`config.mk`:
```
export PLATFORM = sky130hd
export DESIGN_NAME = readout_capture_flat
export DESIGN_NICKNAME = d
export VERILOG_FILES = /design/src/rtl/readout_capture_if.sv /design/src/rtl/readout_capture.sv /design/src/flat_wrapper.sv
export SDC_FILE = /design/constraint.sdc
export NUM_CORES = 1
export LEC_CHECK = 0
export ABC_AREA = 0
export BUFFER_PORTS_ARGS = -buffer_cell sky130_fd_sc_hd__buf_4
export CAP_MARGIN = 20
export CORE_MARGIN = 4
export CORE_UTILIZATION = 57
export DETAILED_ROUTE_END_ITERATION = 10
export GPL_ROUTABILITY_DRIVEN = 0
export PLACE_DENSITY_LB_ADDON = 0.3
export SYNTH_ARGS = -nofsm -noshare
export SYNTH_HDL_FRONTEND = slang
export SYNTH_SLANG_ARGS = --single-unit
export TNS_END_PERCENT = 100
```
`constraint.sdc`:
```
create_clock -name clk_in -period 4.3 [get_ports clk_in]
set_input_delay 0 -clock clk_in [delete_from_list [all_inputs] [get_ports clk_in]]
set_output_delay 0 -clock clk_in [all_outputs]
set_load 0.05 [all_outputs]
```
`src/rtl/readout_capture_if.sv`:
```
// Handshake bundle for readout_capture: the ADC sample request/valid pair
// and the valid/ready result stream leaving the record FIFO.
interface readout_capture_if #(
    parameter int DATA_W = 16
) ();
    logic              adc_req;
    logic [DATA_W-1:0] adc_data;
    logic              adc_valid;
    logic [DATA_W+3:0] out_data;
    logic              out_valid;
    logic              out_ready;

    modport master (
        output adc_req,
        input  adc_data,
        input  adc_valid,
        output out_data,
        output out_valid,
        input  out_ready
    );

    modport slave (
        input  adc_req,
        output adc_data,
        output adc_valid,
        input  out_data,
        input  out_valid,
        output out_ready
    );
endinterface

```
`src/rtl/readout_capture.sv`:
```
// Readout capture: after an M-pulse strobe, settle, take one ADC sample, threshold it,
// and queue the result record in a first-word fall-through FIFO with event counters.
module readout_capture #(
    parameter int          DATA_W    = 16,
    parameter int          TMR_W     = 22,
    parameter int          FIFO_AW   = 3,
    parameter int          CNT_W     = 32,
    parameter logic [7:0]  MEAS_MASK = 8'b0000_0101
) (
    input  logic               clk_in,
    input  logic               rst_n,
    input  logic [7:0]         signal_in,
    input  logic               trigger,
    input  logic               verify_trigger,
    input  logic [TMR_W-1:0]   settle_dur,
    input  logic [TMR_W-1:0]   adc_timeout,
    input  logic [DATA_W-1:0]  threshold,
    readout_capture_if.master  bus,
    output logic [FIFO_AW:0]   fifo_level,
    output logic [CNT_W-1:0]   flip_count,
    output logic [CNT_W-1:0]   missed_count,
    output logic [CNT_W-1:0]   overflow_count
);

    localparam int DEPTH = 2 ** FIFO_AW;

    typedef enum logic [1:0] {
        IDLE,
        SETTLE,
        WAIT_ADC,
        PUSH
    } state_t;

    state_t             state, state_next;
    logic [TMR_W-1:0]   timer;

    logic               meas_active;
    logic               strobe_any;
    logic               timer_clr;
    logic               timer_inc;
    logic               start;
    logic               start_kind;
    logic               capture;
    logic               set_abort;
    logic               set_timeout;
    logic               do_push;
    logic               missed_inc;

    logic               rec_kind;
    logic               rec_abort;
    logic               rec_timeout;
    logic               rec_bit;
    logic [DATA_W-1:0]  rec_sample;
    logic [DATA_W+3:0]  rec_word;
    logic               rec_good;

    logic               verify_bit;
    logic               verify_valid;

    logic [DATA_W+3:0]  mem [DEPTH];
    logic [FIFO_AW-1:0] wr_ptr;
    logic [FIFO_AW-1:0] rd_ptr;
    logic               fifo_full;
    logic               fifo_empty;
    logic               push_ok;
    logic               pop;

    assign meas_active = |(signal_in & MEAS_MASK);
    assign strobe_any  = trigger | verify_trigger;
    assign rec_word    = {rec_kind, rec_abort, rec_timeout, rec_bit, rec_sample};
    assign rec_good    = !rec_abort && !rec_timeout;

    // A dual strobe in IDLE still starts a (verify) capture but counts as one miss.
    assign missed_inc = (state != IDLE) ? strobe_any : (trigger & verify_trigger);

    always_ff @(posedge clk_in or negedge rst_n) begin
        if (!rst_n) begin
            state <= IDLE;
        end else begin
            state <= state_next;
        end
    end

    always_comb begin
        state_next  = state;
        timer_clr   = 1'b0;
        timer_inc   = 1'b0;
        start       = 1'b0;
        start_kind  = 1'b0;
        capture     = 1'b0;
        set_abort   = 1'b0;
        set_timeout = 1'b0;
        do_push     = 1'b0;
        case (state)
            IDLE: begin
                if (strobe_any) begin
                    start      = 1'b1;
                    start_kind = ~verify_trigger;
                    timer_clr  = 1'b1;
                    state_next = SETTLE;
                end
            end
            SETTLE: begin
                if (!meas_active) begin
                    set_abort  = 1'b1;
                    state_next = PUSH;
                end else if (timer == settle_dur) begin
                    timer_clr  = 1'b1;
                    state_next = WAIT_ADC;
                end else begin
                    timer_inc = 1'b1;
                end
            end
            WAIT_ADC: begin
                if (bus.adc_valid) begin
                    capture    = 1'b1;
                    state_next = PUSH;
                end else if (!meas_active) begin
                    set_abort  = 1'b1;
                    state_next = PUSH;
                end else if (timer == adc_timeout) begin
                    set_timeout = 1'b1;
                    state_next  = PUSH;
                end else begin
                    timer_inc = 1'b1;
                end
            end
            PUSH: begin
                do_push    = 1'b1;
                state_next = IDLE;
            end
            default: state_next = IDLE;
        endcase
    end

    assign bus.adc_req = (state == WAIT_ADC);

    always_ff @(posedge clk_in or negedge rst_n) begin
        if (!rst_n) begin
            timer <= '0;
        end else if (timer_clr) begin
            timer <= '0;
        end else if (timer_inc) begin
            timer <= timer + TMR_W'(1);
        end
    end

    // Record fields are cleared on every new capture so abort/timeout records carry zero data.
    always_ff @(posedge clk_in or negedge rst_n) begin
        if (!rst_n) begin
            rec_kind    <= 1'b0;
            rec_abort   <= 1'b0;
            rec_timeout <= 1'b0;
            rec_bit     <= 1'b0;
            rec_sample  <= '0;
        end else begin
            if (start) begin
                rec_kind    <= start_kind;
                rec_abort   <= 1'b0;
                rec_timeout <= 1'b0;
                rec_bit     <= 1'b0;
                rec_sample  <= '0;
            end
            if (capture) begin
                rec_sample <= bus.adc_data;
                rec_bit    <= (bus.adc_data >= threshold);
            end
            if (set_abort) begin
                rec_abort <= 1'b1;
            end
            if (set_timeout) begin
                rec_timeout <= 1'b1;
            end
        end
    end

    always_ff @(posedge clk_in or negedge rst_n) begin
        if (!rst_n) begin
            verify_bit   <= 1'b0;
            verify_valid <= 1'b0;
            flip_count   <= '0;
        end else if (do_push && rec_good) begin
            if (!rec_kind) begin
                verify_bit   <= rec_bit;
                verify_valid <= 1'b1;
            end else if (verify_valid) begin
                if (rec_bit != verify_bit) begin
                    flip_count <= flip_count + CNT_W'(1);
                end
                verify_valid <= 1'b0;
            end
        end
    end

    always_ff @(posedge clk_in or negedge rst_n) begin
        if (!rst_n) begin
            missed_count   <= '0;
            overflow_count <= '0;
        end else begin
            if (missed_inc) begin
                missed_count <= missed_count + CNT_W'(1);
            end
            if (do_push && fifo_full) begin
                overflow_count <= overflow_count + CNT_W'(1);
            end
        end
    end

    // Fullness is judged before any same-cycle pop, so a push into a full FIFO always drops.
    assign fifo_full  = (fifo_level == DEPTH[FIFO_AW:0]);
    assign fifo_empty = (fifo_level == '0);
    assign push_ok    = do_push && !fifo_full;
    assign pop        = !fifo_empty && bus.out_ready;

    always_ff @(posedge clk_in) begin
        if (push_ok) begin
            mem[wr_ptr] <= rec_word;
        end
    end

    always_ff @(posedge clk_in or negedge rst_n) begin
        if (!rst_n) begin
            wr_ptr     <= '0;
            rd_ptr     <= '0;
            fifo_level <= '0;
        end else begin
            if (push_ok) begin
                wr_ptr <= wr_ptr + FIFO_AW'(1);
            end
            if (pop) begin
                rd_ptr <= rd_ptr + FIFO_AW'(1);
            end
            case ({push_ok, pop})
                2'b10:   fifo_level <= fifo_level + (FIFO_AW+1)'(1);
                2'b01:   fifo_level <= fifo_level - (FIFO_AW+1)'(1);
                default: fifo_level <= fifo_level;
            endcase
        end
    end

    assign bus.out_valid = !fifo_empty;
    assign bus.out_data  = fifo_empty ? '0 : mem[rd_ptr];

endmodule

```
`src/flat_wrapper.sv`:
```
// flat-port wrapper written by rule: the top's interface ports become plain ports
module readout_capture_flat 
#(
    parameter int          DATA_W    = 16,
    parameter int          TMR_W     = 22,
    parameter int          FIFO_AW   = 3,
    parameter int          CNT_W     = 32,
    parameter logic [7:0]  MEAS_MASK = 8'b0000_0101
)
  (clk_in, rst_n, signal_in, trigger, verify_trigger, settle_dur, adc_timeout, threshold, fifo_level, flip_count, missed_count, overflow_count, bus_adc_req, bus_adc_data, bus_adc_valid, bus_out_data, bus_out_valid, bus_out_ready);
  readout_capture_if #(.DATA_W(DATA_W)) bus_i ();
  input  logic clk_in;
  input  logic rst_n;
  input  logic [7:0] signal_in;
  input  logic trigger;
  input  logic verify_trigger;
  input  logic [TMR_W-1:0] settle_dur;
  input  logic [TMR_W-1:0] adc_timeout;
  input  logic [DATA_W-1:0] threshold;
  output logic [FIFO_AW:0] fifo_level;
  output logic [CNT_W-1:0] flip_count;
  output logic [CNT_W-1:0] missed_count;
  output logic [CNT_W-1:0] overflow_count;
  output wire logic [$bits(bus_i.adc_req)-1:0] bus_adc_req;
  input wire logic [$bits(bus_i.adc_data)-1:0] bus_adc_data;
  input wire logic [$bits(bus_i.adc_valid)-1:0] bus_adc_valid;
  output wire logic [$bits(bus_i.out_data)-1:0] bus_out_data;
  output wire logic [$bits(bus_i.out_valid)-1:0] bus_out_valid;
  input wire logic [$bits(bus_i.out_ready)-1:0] bus_out_ready;
  assign bus_adc_req = bus_i.adc_req;
  assign bus_i.adc_data = bus_adc_data;
  assign bus_i.adc_valid = bus_adc_valid;
  assign bus_out_data = bus_i.out_data;
  assign bus_out_valid = bus_i.out_valid;
  assign bus_i.out_ready = bus_out_ready;
  readout_capture #(.DATA_W(DATA_W), .TMR_W(TMR_W), .FIFO_AW(FIFO_AW), .CNT_W(CNT_W), .MEAS_MASK(MEAS_MASK)) u_core (.clk_in(clk_in), .rst_n(rst_n), .signal_in(signal_in), .trigger(trigger), .verify_trigger(verify_trigger), .settle_dur(settle_dur), .adc_timeout(adc_timeout), .threshold(threshold), .bus(bus_i), .fifo_level(fifo_level), .flip_count(flip_count), .missed_count(missed_count), .overflow_count(overflow_count));
endmodule
```
# Yosys cells after proc, flatten, opt, wreduce, memory -nomap -nowiden
# Memories as Yosys holds them, arrays and structs flattened.
# Index checks and enable logic that the tools add are counted.
dict set report word_totals {
  reg_bits 152
  ramBits 160
  inputBits 90
  output_inout_bits 122
  mem_count 1
}
# name words word_bits rd rd_ports_with_merged_regs write_ports line_no
set memory_table {}
lappend memory_table {u_core.mem 8 20 1 0 1 readout_capture.sv:60} ;# logic [DATA_W+3:0] mem [DEPTH];
dict set report op_classes {
  add_sub_neg 8
  order_cmp 1
  n_eq_ne 12
  mux 44
  bitwise_logic 4
  reduce_logical 21
}
# op count
set ops {}
lappend ops {{adder 32 x 1 -> 32 bit, second input constant} 3}
lappend ops {{equality test 22 bit} 2}
lappend ops {{two-way mux 22 bit} 2}
lappend ops {{two-way mux 16 bit} 2}
lappend ops {{two-way mux 1 bit} 28}
lappend ops {{adder 22 x 1 -> 22 bit, second input constant} 1}
lappend ops {{two-way mux 20 bit} 1}
lappend ops {{greater-or-equal comparator 16 bit} 1}
lappend ops {{two-way mux 2 bit} 6}
lappend ops {{nonzero test 2 bit} 6}
lappend ops {{case mux 2 bit (4 select lines)} 1}
lappend ops {{case mux 4 bit (2 select lines)} 1}
lappend ops {{adder 3 x 1 -> 3 bit, second input constant} 2}
lappend ops {{equality test 2 bit, second input constant} 3}
lappend ops {{case mux 1 bit (2 select lines)} 3}
lappend ops {{logical AND 1 bit} 5}
lappend ops {{adder 4 x 1 -> 4 bit, second input constant} 1}
lappend ops {{equality test 2 x 1 -> 1 bit, second input constant} 2}
lappend ops {{equality test 4 bit, second input constant} 1}
lappend ops {{logical NOT 1 bit} 4}
lappend ops {{logical NOT 4 bit} 1}
lappend ops {{!= test 4 bit, second input constant} 1}
lappend ops {{AND reduction 4 bit} 1}
lappend ops {{subtractor 4 x 1 -> 4 bit, second input constant} 1}
lappend ops {{other kinds (10)} 11}

# Longest topological paths before layout
# Gate-level depths: netlist of the first run.
dict set report logic_depth {
  depth_word 7
  mapped_depth 10
}

# Worst setup path after synthesis of the first run
# Ideal clock, no wire load.
dict set report synth_path {
  kind {reg2reg}
  from {register u_core.fifo_level[1]}
  to {memory u_core.mem[0][0] (netlist name) (enable)}
  setup_time_ns 0.448
  t_arrival_ns 3.105
  required_ns 3.852
  slack_ns 0.747
  path_stages_with_launch 5
  period_less_slack_ns 3.553
  path_cell_list {dfrtp_1 -> nor3_1 -> nand2_1 -> nand2_1 -> nor4_1}
}
dict set report synth_between {
  elab_chain_len 5
}
# element line_no
set synth_lines {}
lappend synth_lines {{start, declared} readout_capture.sv:19} ;# output logic [FIFO_AW:0] fifo_level,
lappend synth_lines {{start signal, assigned} readout_capture.sv:234} ;# 2'b10: fifo_level <= fifo_level + (FIFO_AW+1)'(1);
lappend synth_lines {{start signal, assigned} readout_capture.sv:235} ;# 2'b01: fifo_level <= fifo_level - (FIFO_AW+1)'(1);
lappend synth_lines {{start signal, assigned} readout_capture.sv:236} ;# default: fifo_level <= fifo_level;
lappend synth_lines {{equality test 4 bit} readout_capture.sv:210} ;# assign fifo_full = (fifo_level == DEPTH[FIFO_AW:0]);
lappend synth_lines {{logical NOT 1 bit} readout_capture.sv:212} ;# assign push_ok = do_push && !fifo_full;
lappend synth_lines {{logical AND 1 bit} readout_capture.sv:212}
lappend synth_lines {{two-way mux 1 bit} readout_capture.sv:216} ;# if (push_ok) begin
lappend synth_lines {{two-way mux 1 bit (implied by the code)} readout_capture.sv:217} ;# mem[wr_ptr] <= rec_word;
lappend synth_lines {{end, declared} readout_capture.sv:60}
# Every way passes these cells.

# Final worst setup path of the first run
dict set report layout_path {
  from {register u_core.rd_ptr[1]}
  to {output port bus_out_data[16]}
}
dict set report layout_between {
  elab_chain_len 2
}
# element line_no
set layout_lines {}
lappend layout_lines {{start, declared} readout_capture.sv:62} ;# logic [FIFO_AW-1:0] rd_ptr;
lappend layout_lines {{start signal, assigned} readout_capture.sv:231} ;# rd_ptr <= rd_ptr + FIFO_AW'(1);
lappend layout_lines {{memory read (8 x 20 bit)} -}
lappend layout_lines {{two-way mux 20 bit} readout_capture.sv:242} ;# assign bus.out_data = fifo_empty ? '0 : mem[rd_ptr];
lappend layout_lines {{end, declared} flat_wrapper.sv:27} ;# output wire logic [$bits(bus_i.out_data)-1:0] bus_out_data;
# Every way passes these cells.

==> results of run 1 <==
power breakdown:
group / leakage (nW) / internal, W / switching (W)
Combinational: 3.54 / 0.00134 / 0.00215
Clock: 0.529 / 0.00171 / 0.00110
Sequential: 3.52 / 0.00379 / 0.000596
Total: 7.58 / 0.00684 / 0.00385
metal layers:
| layer | share of wire (%) | vias up | wire length [um] | track usage [%] |
|---|---|---|---|---|
| met3 | 5.3 | 57 | 1700 | 3.01 |
| li1 | - | 4315 | - | - |
| met5 | 0 | - | 0 | 0 |
| met1 | 40 | 4648 | 12900 | 30.2 |
| met4 | 2.5 | 0 | 786 | 6.01 |
| met2 | 52 | 275 | 16700 | 40.9 |
cell type report:
type / count / area (sq um)
timing repair buffer: 246 / 1910
sequential: 312 / 8610
multi-input combinational: 679 / 5370
inverter: 35 / 131
tap: 324 / 405
clock inverter: 13 / 170
fill: 1697 / 7020
clock buffer: 44 / 915
cell usage after synthesis, types with 3 or more instances:
master	n
sky130_fd_sc_hd__nor4_2	3
sky130_fd_sc_hd__a21oi_1	15
sky130_fd_sc_hd__and3_1	25
sky130_fd_sc_hd__buf_1	4
sky130_fd_sc_hd__mux2_2	6
sky130_fd_sc_hd__buf_6	9
sky130_fd_sc_hd__nor4_1	6
sky130_fd_sc_hd__edfxtp_1	160
sky130_fd_sc_hd__nor3_2	4
sky130_fd_sc_hd__and4_1	12
sky130_fd_sc_hd__clkbuf_1	14
sky130_fd_sc_hd__xnor2_1	90
sky130_fd_sc_hd__xor2_1	56
sky130_fd_sc_hd__buf_4	5
sky130_fd_sc_hd__and2_1	9
sky130_fd_sc_hd__a21o_1	6
sky130_fd_sc_hd__nor2b_1	5
sky130_fd_sc_hd__mux2i_1	39
sky130_fd_sc_hd__nor2_1	55
sky130_fd_sc_hd__a211oi_1	9
sky130_fd_sc_hd__nand3_1	52
sky130_fd_sc_hd__nor3_1	10
sky130_fd_sc_hd__inv_1	35
sky130_fd_sc_hd__nand2_1	110
sky130_fd_sc_hd__dfrtp_1	152
sky130_fd_sc_hd__o21ai_0	14
sky130_fd_sc_hd__nand4_1	30
sky130_fd_sc_hd__ha_1	29
sky130_fd_sc_hd__mux4_2	40
sky130_fd_sc_hd__nand2b_1	20
sky130_fd_sc_hd__buf_2	6
registers in the layout, summed over array words and instances, names as in the netlist:
register               count
u_core.overflow_count     32
u_core.verify_bit          1
u_core.rec_sample         16
u_core.mem               160
u_core.rd_ptr              3
u_core.rec_abort           1
u_core.state               2
u_core.fifo_level          4
u_core.rec_kind            1
u_core.timer              22
u_core.wr_ptr              3
u_core.rec_bit             1
u_core.rec_timeout         1
u_core.flip_count         32
u_core.missed_count       32
u_core.verify_valid        1
path summary, 6_finish.rpt:
path,start,to,slack (ns)
setup / recovery,u_core.rd_ptr[1]$_DFFE_PN0P_,bus_out_data[16],1.34
hold / removal,rst_n,u_core.overflow_count[11]$_DFFE_PN0P_,0.05
setup reg to reg,u_core.fifo_level[1]$_DFFE_PN0P_,u_core.fifo_level[3]$_DFFE_PN0P_,1.65
hold reg to reg,u_core.flip_count[31]$_DFFE_PN0P_,u_core.flip_count[31]$_DFFE_PN0P_,0.47
max in group asynchronous,rst_n,u_core.missed_count[27]$_DFFE_PN0P_,3.23
min in group clk_in,adc_timeout[17],u_core.rec_timeout$_DFFE_PN0P_,0.07
through the flow:
stage	utilization (%)	area (sq um)	hold WS, ns	worst slack, ns
3_3_place_gp	66.0	16200	0.0986	1.71
3_5_place_dp	66.0	16200	0.0981	1.65
5_1_grt	71.4	17500	0.0705	1.16
4_1_cts	71.4	17500	0.0479	1.30
2_1_floorplan	-	14300	-0.296	0.747
6_report	71.4	17500	0.0489	1.34
kinds of logic after synthesis:
logic type      after synthesis  synth area share, %
simple gates                355                 13.2
flops                       312                 60.1
xor+xnor                    146                 8.93
mux                          86                 9.60
buf+inv                      73                 2.57
compound gates               62                 2.88
fa+ha+maj                    30                 2.67
==> run summary, run 1 <==
Status: finished clean
Crit path cell chain: buf_4 -> mux4_2 -> mux2i_1 -> nor2_1 -> buf_4
RSZ-0062 raised after global routing: false
Commonest cells after routing, fill and taps aside: sky130_fd_sc_hd__buf_4, sky130_fd_sc_hd__edfxtp_1, sky130_fd_sc_hd__dfrtp_1, sky130_fd_sc_hd__nand2_1, sky130_fd_sc_hd__xnor2_1
Area leader, netlist: sky130_fd_sc_hd__edfxtp_1
Arrival time reported for the critical path endpoint: 2.96 ns
Count of unresolved DRC violations after routing: 0
Time the final worst path needs with I/O delays and setup: 2.96 ns
Type of the most critical hold path: input pin to async pin
Clk_lat worst skew: 0.55 ns
Clock sink count: 312
Number of nets with antenna violations after detailed routing: 0
Peak VDD IR: 0.489 mV
Worst Max-Slew Pin Slew: 0.973 ns
Detailed-placement wirelength estimate: 21000 um
Area delta synth->final: 22.3%
Initial standard-cell utilization of the core: 58.3%
Number of H-tree levels: 1
Bufs and invs on worst path: 2
Iteration-0 DRC count of the detailed router: 562
Type of the worst setup path: flip-flop to primary output
Most frequent standard cell in the layout excluding fill and tap cells: sky130_fd_sc_hd__buf_4
Syn. warnings: 0
R2R depth: 10
Max-slew violation count: 0
Number of gates resized after CTS: 0
Power density relative to cell area: 610 mW/mm^2
PnR Total Power: 0.0107 W
Maximum number of pins on one net before global-route repair: 78
Num ports: 212
Number of clock buffers inserted by TritonCTS: 31
Worst path depth: 5
Cell area after synthesis: 0.0143 sq mm
DR vias/cell: 5.62
Worst-case clock buffer depth: 3
Wire length of the first global-routing pass: 52100 um
Async S/R FF share, synth: 48.7%
Synthesized netlist net count: 1184
Die outline area: 0.0277 sq mm
Post-synth EDFFs: 160
Fin Setup TNS: 0 ns
Via count of the first global-routing pass: 9623
DIE WIDTH: 166 um
Top delay family on crit path: flip-flops
Final cell count without fillers: 1653
Max-slew headroom at the worst pin: 35.1%
Post-synthesis average cell area: 13.5 sq um
DR vias: 9295
Category of the worst setup path capture point: primary output
Final hold vios: 0
Cell with the largest stage delay on the worst path: sky130_fd_sc_hd__dfrtp_1
Number of different library cells in the post-synthesis netlist: 58
Number of buffers added to fix hold violations after cts: 24
Share of layout cells above drive strength 1: 26.1%
Main synth FF type: sky130_fd_sc_hd__edfxtp_1
Vert. Die Dim: 166 um
Yosys reg bits: 312
Leftover overflow at the end of global routing: 0
Critical path's largest stage delay: 0.98 ns
Worst-path fanout max: 22
Required time of the critical path: 4.30 ns
Overall fraction of global-route tracks in use: 23.0%
Clk Tree Root Cell: sky130_fd_sc_hd__clkbuf_16
Number of antenna violations at the first check in global routing: 0
Share of the yosys chip area belonging to registers: 60.1%
Number of setup buffers added after CTS: 0
Number of placement rows: 57
Worst clock skew: 0.0110 ns
Critical Path Source Type: flip-flop
Number of cells produced by synthesis: 1064
Clock-pin slew on the worst setup and hold paths: 0.07 ns
Setup violation total in the final timing report: 0
Final wirelength: 32100 um
Number of placed instances with taps included: 1572
Standard cell core area: 0.0245 sq mm
Mean routed wirelength per cell: 19.4 um
Highest Clock Rate: 338 MHz
# Max-Cap Violations: 0
Fraction of post-synthesis cell area in the top cell type by area: 33.6%
Static leakage: 7.58 nW
IO Port Bufs: 205
Post-layout net count: 1425
Antenna fix cells: 0
Detailed Routing Iterations Pass 1: 4
Final clock period utilization by the worst path: 68.9%
CTS tree: built
Most common cell on crit path: sky130_fd_sc_hd__buf_4
Top cells by area in the synthesized netlist: sky130_fd_sc_hd__edfxtp_1, sky130_fd_sc_hd__dfrtp_1, sky130_fd_sc_hd__mux4_2
(Power assumes the default switching activity.)
==> run 2, diff against run 1 <==
--- a/config.mk
+++ b/config.mk
@@ -9,7 +9,7 @@
 export BUFFER_PORTS_ARGS = -buffer_cell sky130_fd_sc_hd__buf_4
 export CAP_MARGIN = 20
 export CORE_MARGIN = 4
-export CORE_UTILIZATION = 57
+export CORE_UTILIZATION = 52
 export DETAILED_ROUTE_END_ITERATION = 10
 export GPL_ROUTABILITY_DRIVEN = 0
 export PLACE_DENSITY_LB_ADDON = 0.3
==> constraint.sdc (replaced) <==
create_clock -name clk_in -period 2.5 [get_ports clk_in]
set_input_delay 0 -clock clk_in [delete_from_list [all_inputs] [get_ports clk_in]]
set_output_delay 0 -clock clk_in [all_outputs]
set_load 0.05 [all_outputs]
==> run 2 against run 1 <==
Compared with the run above: sequential cell count did not move; total power rose by 80%; core utilization fell by 4.8 points; clock-buffer cell count fell by 12; worst setup slack got worse by 1.2 ns; final area rose by 2.8%; wire length rose by 1.3%; global-route usage fell by 1.7 points; cell count rose by 3.3%; clock power rose by 86%; via count rose by 1.3%; hold slack got worse by 0.026 ns; critical endpoint is now bus_out_data[18].
==> run summary, run 2 (synthesis gave the netlist of run 1 again) <==
Detailed-placement wirelength estimate: 20900 um (was 21000 um)
Register with the most flip-flops: u_core.mem (unchanged)
Type of the most critical hold path: input pin to flip-flop (was input pin to async pin)
Commonest cells after routing, fill and taps aside: sky130_fd_sc_hd__buf_4, sky130_fd_sc_hd__edfxtp_1, sky130_fd_sc_hd__dfrtp_1, sky130_fd_sc_hd__nand2_1, sky130_fd_sc_hd__xnor2_1 (unchanged)
Worst-path fanout max: 21 (was 22)
Most frequent standard cell in the layout excluding fill and tap cells: sky130_fd_sc_hd__buf_4 (unchanged)
Fin Setup TNS: 0 ns (unchanged)
Number of clock buffers inserted by TritonCTS: 31 (unchanged)
Share of layout cells above drive strength 1: 27.5% (was 26.1%)
Detailed Routing Iterations Pass 1: 5 (was 4)
Max-slew violation count: 0 (unchanged)
Time the final worst path needs with I/O delays and setup: 2.39 ns
DR vias/cell: 5.51 (was 5.62)
DP Area: 0.0164 sq mm (was 0.0162 sq mm)
Number of antenna violations at the first check in global routing: 1 (was 0)
Final hold vios: 0 (unchanged)
Maximum number of pins on one net before global-route repair: 62 (was 78)
Final core occ: 66.6% (was 71.4%)
Max-slew headroom at the worst pin: 50.8% (was 35.1%)
Arrival time reported for the critical path endpoint: 2.39 ns (was 2.96 ns)
Status: finished clean (unchanged)
Worst clock skew: 0.0119 ns (was 0.0110 ns)
Number of setup buffers added after CTS: 0 (unchanged)
Clk_lat worst skew: 0.56 ns (was 0.55 ns)
DR vias: 9416 (was 9295)
Dpl ws: 0.194 ns (was 1.65 ns)
Static leakage: 7.85 nW (was 7.58 nW)
Category of the worst setup path capture point: primary output (unchanged)
Clk Tree Root Cell: sky130_fd_sc_hd__clkbuf_16 (unchanged)
Standard cell core area: 0.0270 sq mm (was 0.0245 sq mm)
Number of flip-flops under the largest register name: 160 (unchanged)
Initial standard-cell utilization of the core: 53.0% (was 58.3%)
Fill cell count: 1960 (was 1697)
Final clock period utilization by the worst path: 95.7%
Critical Path Source Type: flip-flop (unchanged)
Die outline area: 0.0302 sq mm (was 0.0277 sq mm)
Num ports: 212 (unchanged)
Number of nets with antenna violations after detailed routing: 0 (unchanged)
Final wirelength: 32500 um (was 32100 um)
Overall fraction of global-route tracks in use: 21.3% (was 23.0%)
Wire length of the first global-routing pass: 52300 um (was 52100 um)
IO Port Bufs: 205 (unchanged)
Worst-case clock buffer depth: 3 (unchanged)
Worst Max-Slew Pin Slew: 0.738 ns (was 0.973 ns)
Number of H-tree levels: 1 (unchanged)
Power density relative to cell area: 1070 mW/mm^2 (was 610 mW/mm^2)
DIE WIDTH: 174 um (was 166 um)
Area delta synth->final: 25.7% (was 22.3%)
Number of placement rows: 60 (was 57)
Area of the multi-input gates: 0.00539 sq mm (was 0.00537 sq mm)
Vert. Die Dim: 174 um (was 166 um)
Peak VDD IR: 0.681 mV (was 0.489 mV)
# Max-Cap Violations: 0 (unchanged)
Required time of the critical path: 2.50 ns (was 4.30 ns)
Total area of sequential cells: 0.00861 sq mm (unchanged)
Via count of the first global-routing pass: 9694 (was 9623)
Leftover overflow at the end of global routing: 0 (unchanged)
Clock sink count: 312 (unchanged)
Highest Clock Rate: 418 MHz
Type of the worst setup path: flip-flop to primary output (unchanged)
Worst Slack Setup Final: 0.108 ns (was 1.34 ns)
Cell area after layout: 0.0180 sq mm (was 0.0175 sq mm)
RSZ-0062 raised after global routing: false (unchanged)
Clock-pin slew on the worst setup and hold paths: 0.07 ns (about the same)
Post-layout net count: 1461 (was 1425)
Iteration-0 DRC count of the detailed router: 625 (was 562)
PnR Total Power: 0.0192 W (was 0.0107 W)
Count of unresolved DRC violations after routing: 0 (unchanged)
CTS tree: built (unchanged)
Setup violation total in the final timing report: 0 (unchanged)
Mean routed wirelength per cell: 19.0 um (was 19.4 um)
## run 2: cell count changes in the layout (fill, tap and decap cells not counted), sizes merged
cell,delta
buf,+21
dlygate4sd3,+14
clkbuf,-11
bufinv,+5
clkinv,+3
clkinvlp,+3
inv,+2
diode,+1
## run 2: through the flow
| stage | cells | hold slack (ns) |
|---|---|---|
| 6_report | 1708 | 0.0229 |
| 2_1_floorplan | 1064 | -0.296 |
| 3_5_place_dp | 1610 | 0.0491 |
| 4_1_cts | 1706 | 0.00379 |
| 5_1_grt | 1708 | 0.0506 |
| 3_3_place_gp | 1610 | 0.0443 |
## run 2: metal layers
layer  vias up  track usage (%)  share of wire (%)
met5         -                0                  0
met4         0             4.39                1.7
met3        44             2.59                5.4
met2       285             37.8                 52
met1      4693             28.4                 41
li1       4394                -                  -
## run 2: what timing repair did
item                                   4_1_cts  5_1_grt
resized for setup                            0        2
endpoints found under the hold margin      126        0
setup endpoints to repair                    0        2
hold buffers                                38        0
## run 2: worst max-delay path, stage by stage, from the launching register on
cell and delay (ns):
sky130_fd_sc_hd__dfrtp_2 0.45, sky130_fd_sc_hd__buf_16 0.22, sky130_fd_sc_hd__mux4_2 0.53, sky130_fd_sc_hd__mux2i_1 0.25, sky130_fd_sc_hd__nor2_1 0.14, sky130_fd_sc_hd__buf_4 0.22
## run 2: area by class of cell
type	count	share of cell area (%)
Antenna cell	1	0.0139
Clock inverter	26	2.18
Sequential cell	312	47.8
Tap cell	341	2.37
Inverter	35	0.730
Clock buffer	32	4.33
Timing Repair Buffer	282	12.6
Multi-Input combinational cell	679	29.9
## run 2: where the power goes
part	leakage [nW]	switching [W]	total [W]	internal, W
registers	3.52	0.000733	0.00726	0.00652
logic	3.77	0.00409	0.00674	0.00265
clock network	0.563	0.00200	0.00523	0.00322
## run 2: path summary, 6_finish.rpt
path                                                     start                                     to  slack [ns]  depth (start not counted)
setup / recovery                  u_core.rd_ptr[0]$_DFFE_PN0P_                       bus_out_data[18]        0.11                          5
hold / removal                                   bus_adc_valid      u_core.rec_sample[12]$_DFFE_PN0P_        0.02                          5
setup reg to reg              u_core.fifo_level[1]$_DFFE_PN0P_       u_core.fifo_level[3]$_DFFE_PN0P_        0.15                          9
hold reg to reg            u_core.missed_count[31]$_DFFE_PN0P_    u_core.missed_count[31]$_DFFE_PN0P_        0.48                          1
max in group asynchronous                                rst_n    u_core.missed_count[15]$_DFFE_PN0P_        1.66                          3
min in group asynchronous                                rst_n  u_core.overflow_count[10]$_DFFE_PN0P_        0.03                          2
==> run 3, diff against run 2 <==
--- a/config.mk
+++ b/config.mk
@@ -13,6 +13,8 @@
 export DETAILED_ROUTE_END_ITERATION = 10
 export GPL_ROUTABILITY_DRIVEN = 0
 export PLACE_DENSITY_LB_ADDON = 0.3
+export REMOVE_ABC_BUFFERS = 1
+export SKIP_LAST_GASP = 1
 export SYNTH_ARGS = -nofsm -noshare
 export SYNTH_HDL_FRONTEND = slang
 export SYNTH_SLANG_ARGS = --single-unit
==> run 3 against run 2 <==
Compared with the run above: core utilization down 0.66 points; final area shrank 0.99%; die area unchanged; critical endpoint is now bus_out_data[14].
==> run summary, run 3 (synthesis gave the netlist of run 1 again) <==
Setup violation total in the final timing report: 0 (unchanged)
Number of clock buffers inserted by TritonCTS: 34 (was 31)
Internal Pwr Total: 0.0123 W (was 0.0124 W)
Die outline area: 0.0302 sq mm (unchanged)
Number of flip-flops under the largest register name: 160 (unchanged)
Worst-path fanout max: 23 (was 21)
Crit path cell chain: buf_12 -> mux4_2 -> mux2i_1 -> nor2_1 -> buf_4 (was buf_16 -> mux4_2 -> mux2i_1 -> nor2_1 -> buf_4)
Clk Tree Root Cell: sky130_fd_sc_hd__clkbuf_16 (unchanged)
Worst reg2reg setup slack: 0.21 ns (was 0.15 ns)
Iteration-0 DRC count of the detailed router: 553 (was 625)
Critical Path Source Type: flip-flop (unchanged)
# Max-Cap Violations: 0 (unchanged)
Peak VDD IR: 0.905 mV (was 0.681 mV)
Final core occ: 65.9% (was 66.6%)
Number of antenna violations at the first check in global routing: 0 (was 1)
Number of H-tree levels: 2 (was 1)
IO Port Bufs: 205 (unchanged)
Max-slew headroom at the worst pin: 44.2% (was 50.8%)
Commonest cells after routing, fill and taps aside: sky130_fd_sc_hd__buf_4, sky130_fd_sc_hd__edfxtp_1, sky130_fd_sc_hd__dfrtp_1, sky130_fd_sc_hd__nand2_1, sky130_fd_sc_hd__xnor2_1 (unchanged)
Switching portion of total power: 35.1% (was 35.5%)
Bufs and invs on worst path: 2 (unchanged)
Area delta synth->final: 24.5% (was 25.7%)
Leftover overflow at the end of global routing: 0 (unchanged)
Worst path depth: 5 (unchanged)
Vert. Die Dim: 174 um (unchanged)
Clock sink count: 312 (unchanged)
Highest Clock Rate: 418 MHz (about the same)
Standard cell core area: 0.0270 sq mm (unchanged)
Launch point of the worst path: u_core.rd_ptr[1]$_DFFE_PN0P_ (was u_core.rd_ptr[0]$_DFFE_PN0P_)
FF-to-FF Start: u_core.timer[10]$_DFFE_PN0P_ (was u_core.fifo_level[1]$_DFFE_PN0P_)
Worst-case clock buffer depth: 3 (unchanged)
Area of the multi-input gates: 0.00539 sq mm (about the same)
Static leakage: 7.74 nW (was 7.85 nW)
Detailed-placement wirelength estimate: 21200 um (was 20900 um)
Worst Max-Slew Pin Slew: 0.835 ns (was 0.738 ns)
Most frequent standard cell in the layout excluding fill and tap cells: sky130_fd_sc_hd__buf_4 (unchanged)
Overall fraction of global-route tracks in use: 21.0% (was 21.3%)
Type of the worst setup path: flip-flop to primary output (unchanged)
Required time of the critical path: 2.50 ns (about the same)
Final wirelength: 31600 um (was 32500 um)
DR vias/cell: 5.49 (was 5.51)
FF-to-FF End: u_core.timer[3]$_DFFE_PN0P_ (was u_core.fifo_level[3]$_DFFE_PN0P_)
CTS tree: built (unchanged)
Number of setup buffers added after CTS: 0 (unchanged)
Critical path's largest stage delay: 0.71 ns (was 0.53 ns)
Count of unresolved DRC violations after routing: 0 (unchanged)
Via count of the first global-routing pass: 9523 (was 9694)
Time the final worst path needs with I/O delays and setup: 2.39 ns (about the same)
Num ports: 212 (unchanged)
Final-layout worst hold slack: 0.0710 ns (was 0.0229 ns)
Dpl ws: 0.0709 ns (was 0.194 ns)
Worst Slack Setup Final: 0.107 ns (was 0.108 ns)
R2R depth: 6 (was 9)
Portion of total power attributed to sequential cells: 38.9% (was 37.8%)
PnR Total Power: 0.0189 W (was 0.0192 W)
DIE WIDTH: 174 um (unchanged)
Arrival time reported for the critical path endpoint: 2.39 ns (about the same)
Share of total power in combinational logic: 33.4% (was 35.1%)
Wire length of the first global-routing pass: 51400 um (was 52300 um)
Initial standard-cell utilization of the core: 53.0% (unchanged)
Register with the most flip-flops: u_core.mem (unchanged)
Final hold vios: 0 (unchanged)
Clk_lat worst skew: 0.50 ns (was 0.56 ns)
Total area of sequential cells: 0.00861 sq mm (about the same)
Antenna fix cells: 0 (was 1)
Type of the most critical hold path: input pin to async pin (was input pin to flip-flop)
Top delay family on crit path: flip-flops (was multiplexers)
Clock network power share: 27.7% (was 27.2%)
RSZ-0062 raised after global routing: false (unchanged)
Number of placement rows: 60 (unchanged)
Category of the worst setup path capture point: primary output (unchanged)
Max-slew violation count: 0 (unchanged)
Clock-pin slew on the worst setup and hold paths: 0.06 ns (was 0.07 ns)
Maximum number of pins on one net before global-route repair: 62 (unchanged)
Post-layout net count: 1444 (was 1461)
Fill cell count: 1977 (was 1960)
Final clock period utilization by the worst path: 95.7% (about the same)
Share of layout cells above drive strength 1: 27.2% (was 27.5%)
Worst clock skew: 0.0224 ns (was 0.0119 ns)
Net load switching power: 0.00665 W (was 0.00683 W)
Power density relative to cell area: 1060 mW/mm^2 (was 1070 mW/mm^2)
DR vias: 9275 (was 9416)
Mean routed wirelength per cell: 18.7 um (was 19.0 um)
Detailed Routing Iterations Pass 1: 5 (unchanged)
Cell with the largest stage delay on the worst path: sky130_fd_sc_hd__dfrtp_1 (was sky130_fd_sc_hd__mux4_2)
Number of nets with antenna violations after detailed routing: 0 (unchanged)
Status: finished clean (unchanged)
==> run 3: power by group through the flow <==
stage                     sequential [W]  clock (W)  combinational, W
final                            0.00736    0.00525           0.00633
after global routing             0.00749    0.00560           0.00680
after CTS                        0.00735    0.00537           0.00641
after detailed placement         0.00745          0           0.00634
after global placement           0.00738          0           0.00624
after floorplan                  0.00786          0           0.00367
==> run 3: worst max-delay path by stage <==
stage                                  endpoint
2_1_floorplan  u_core.fifo_level[3]$_DFFE_PN0P_
3_3_place_gp        u_core.timer[2]$_DFFE_PN0P_
3_5_place_dp        u_core.timer[3]$_DFFE_PN0P_
4_1_cts                         bus_out_data[8]
5_1_grt             u_core.timer[4]$_DFFE_PN0P_
6_report                       bus_out_data[14]
==> run 3: layout make-up <==
cell class / count / area share (%)
clock buffers: 44 / 5.34
inverters: 35 / 0.737
multi-input cells: 679 / 30.2
clock inverters: 15 / 1.32
well taps: 341 / 2.39
repair buffers: 262 / 11.7
flip-flops and latches: 312 / 48.3
==> run 3: per-layer routing <==
metal	routed length (um)	GRT usage, %	vias to the layer above
li1	-	-	4358
met5	0	0	-
met1	13300	28.5	4618
met2	16000	35.8	257
met4	578	4.78	0
met3	1800	3.87	42
==> run 3: per-stage QoR <==
step,area (sq um),TNS [ns],cells
final,17800,0,1688
after global routing,17800,0,1688
after CTS,17800,0,1688
after detailed placement,16400,0,1606
after global placement,16400,0,1606
after floorplan,14100,-85.58,1026
==> run 3: worst register-to-register path, cell delays in order, from the launching register on <==
cell and delay (ns):
sky130_fd_sc_hd__dfrtp_1 0.47, sky130_fd_sc_hd__xnor2_1 0.24, sky130_fd_sc_hd__nand4_1 0.23, sky130_fd_sc_hd__nor4_4 0.51, sky130_fd_sc_hd__a21oi_1 0.25, sky130_fd_sc_hd__o21ai_0 0.29
sky130_fd_sc_hd__mux2i_1 0.22
==> run 3: repair_timing <==
item / CTS / global route
hold buffers: 23 / 0
resized for setup: 0 / 4
endpoints found under the setup margin: 0 / 8
endpoints found under the hold margin: 127 / 0
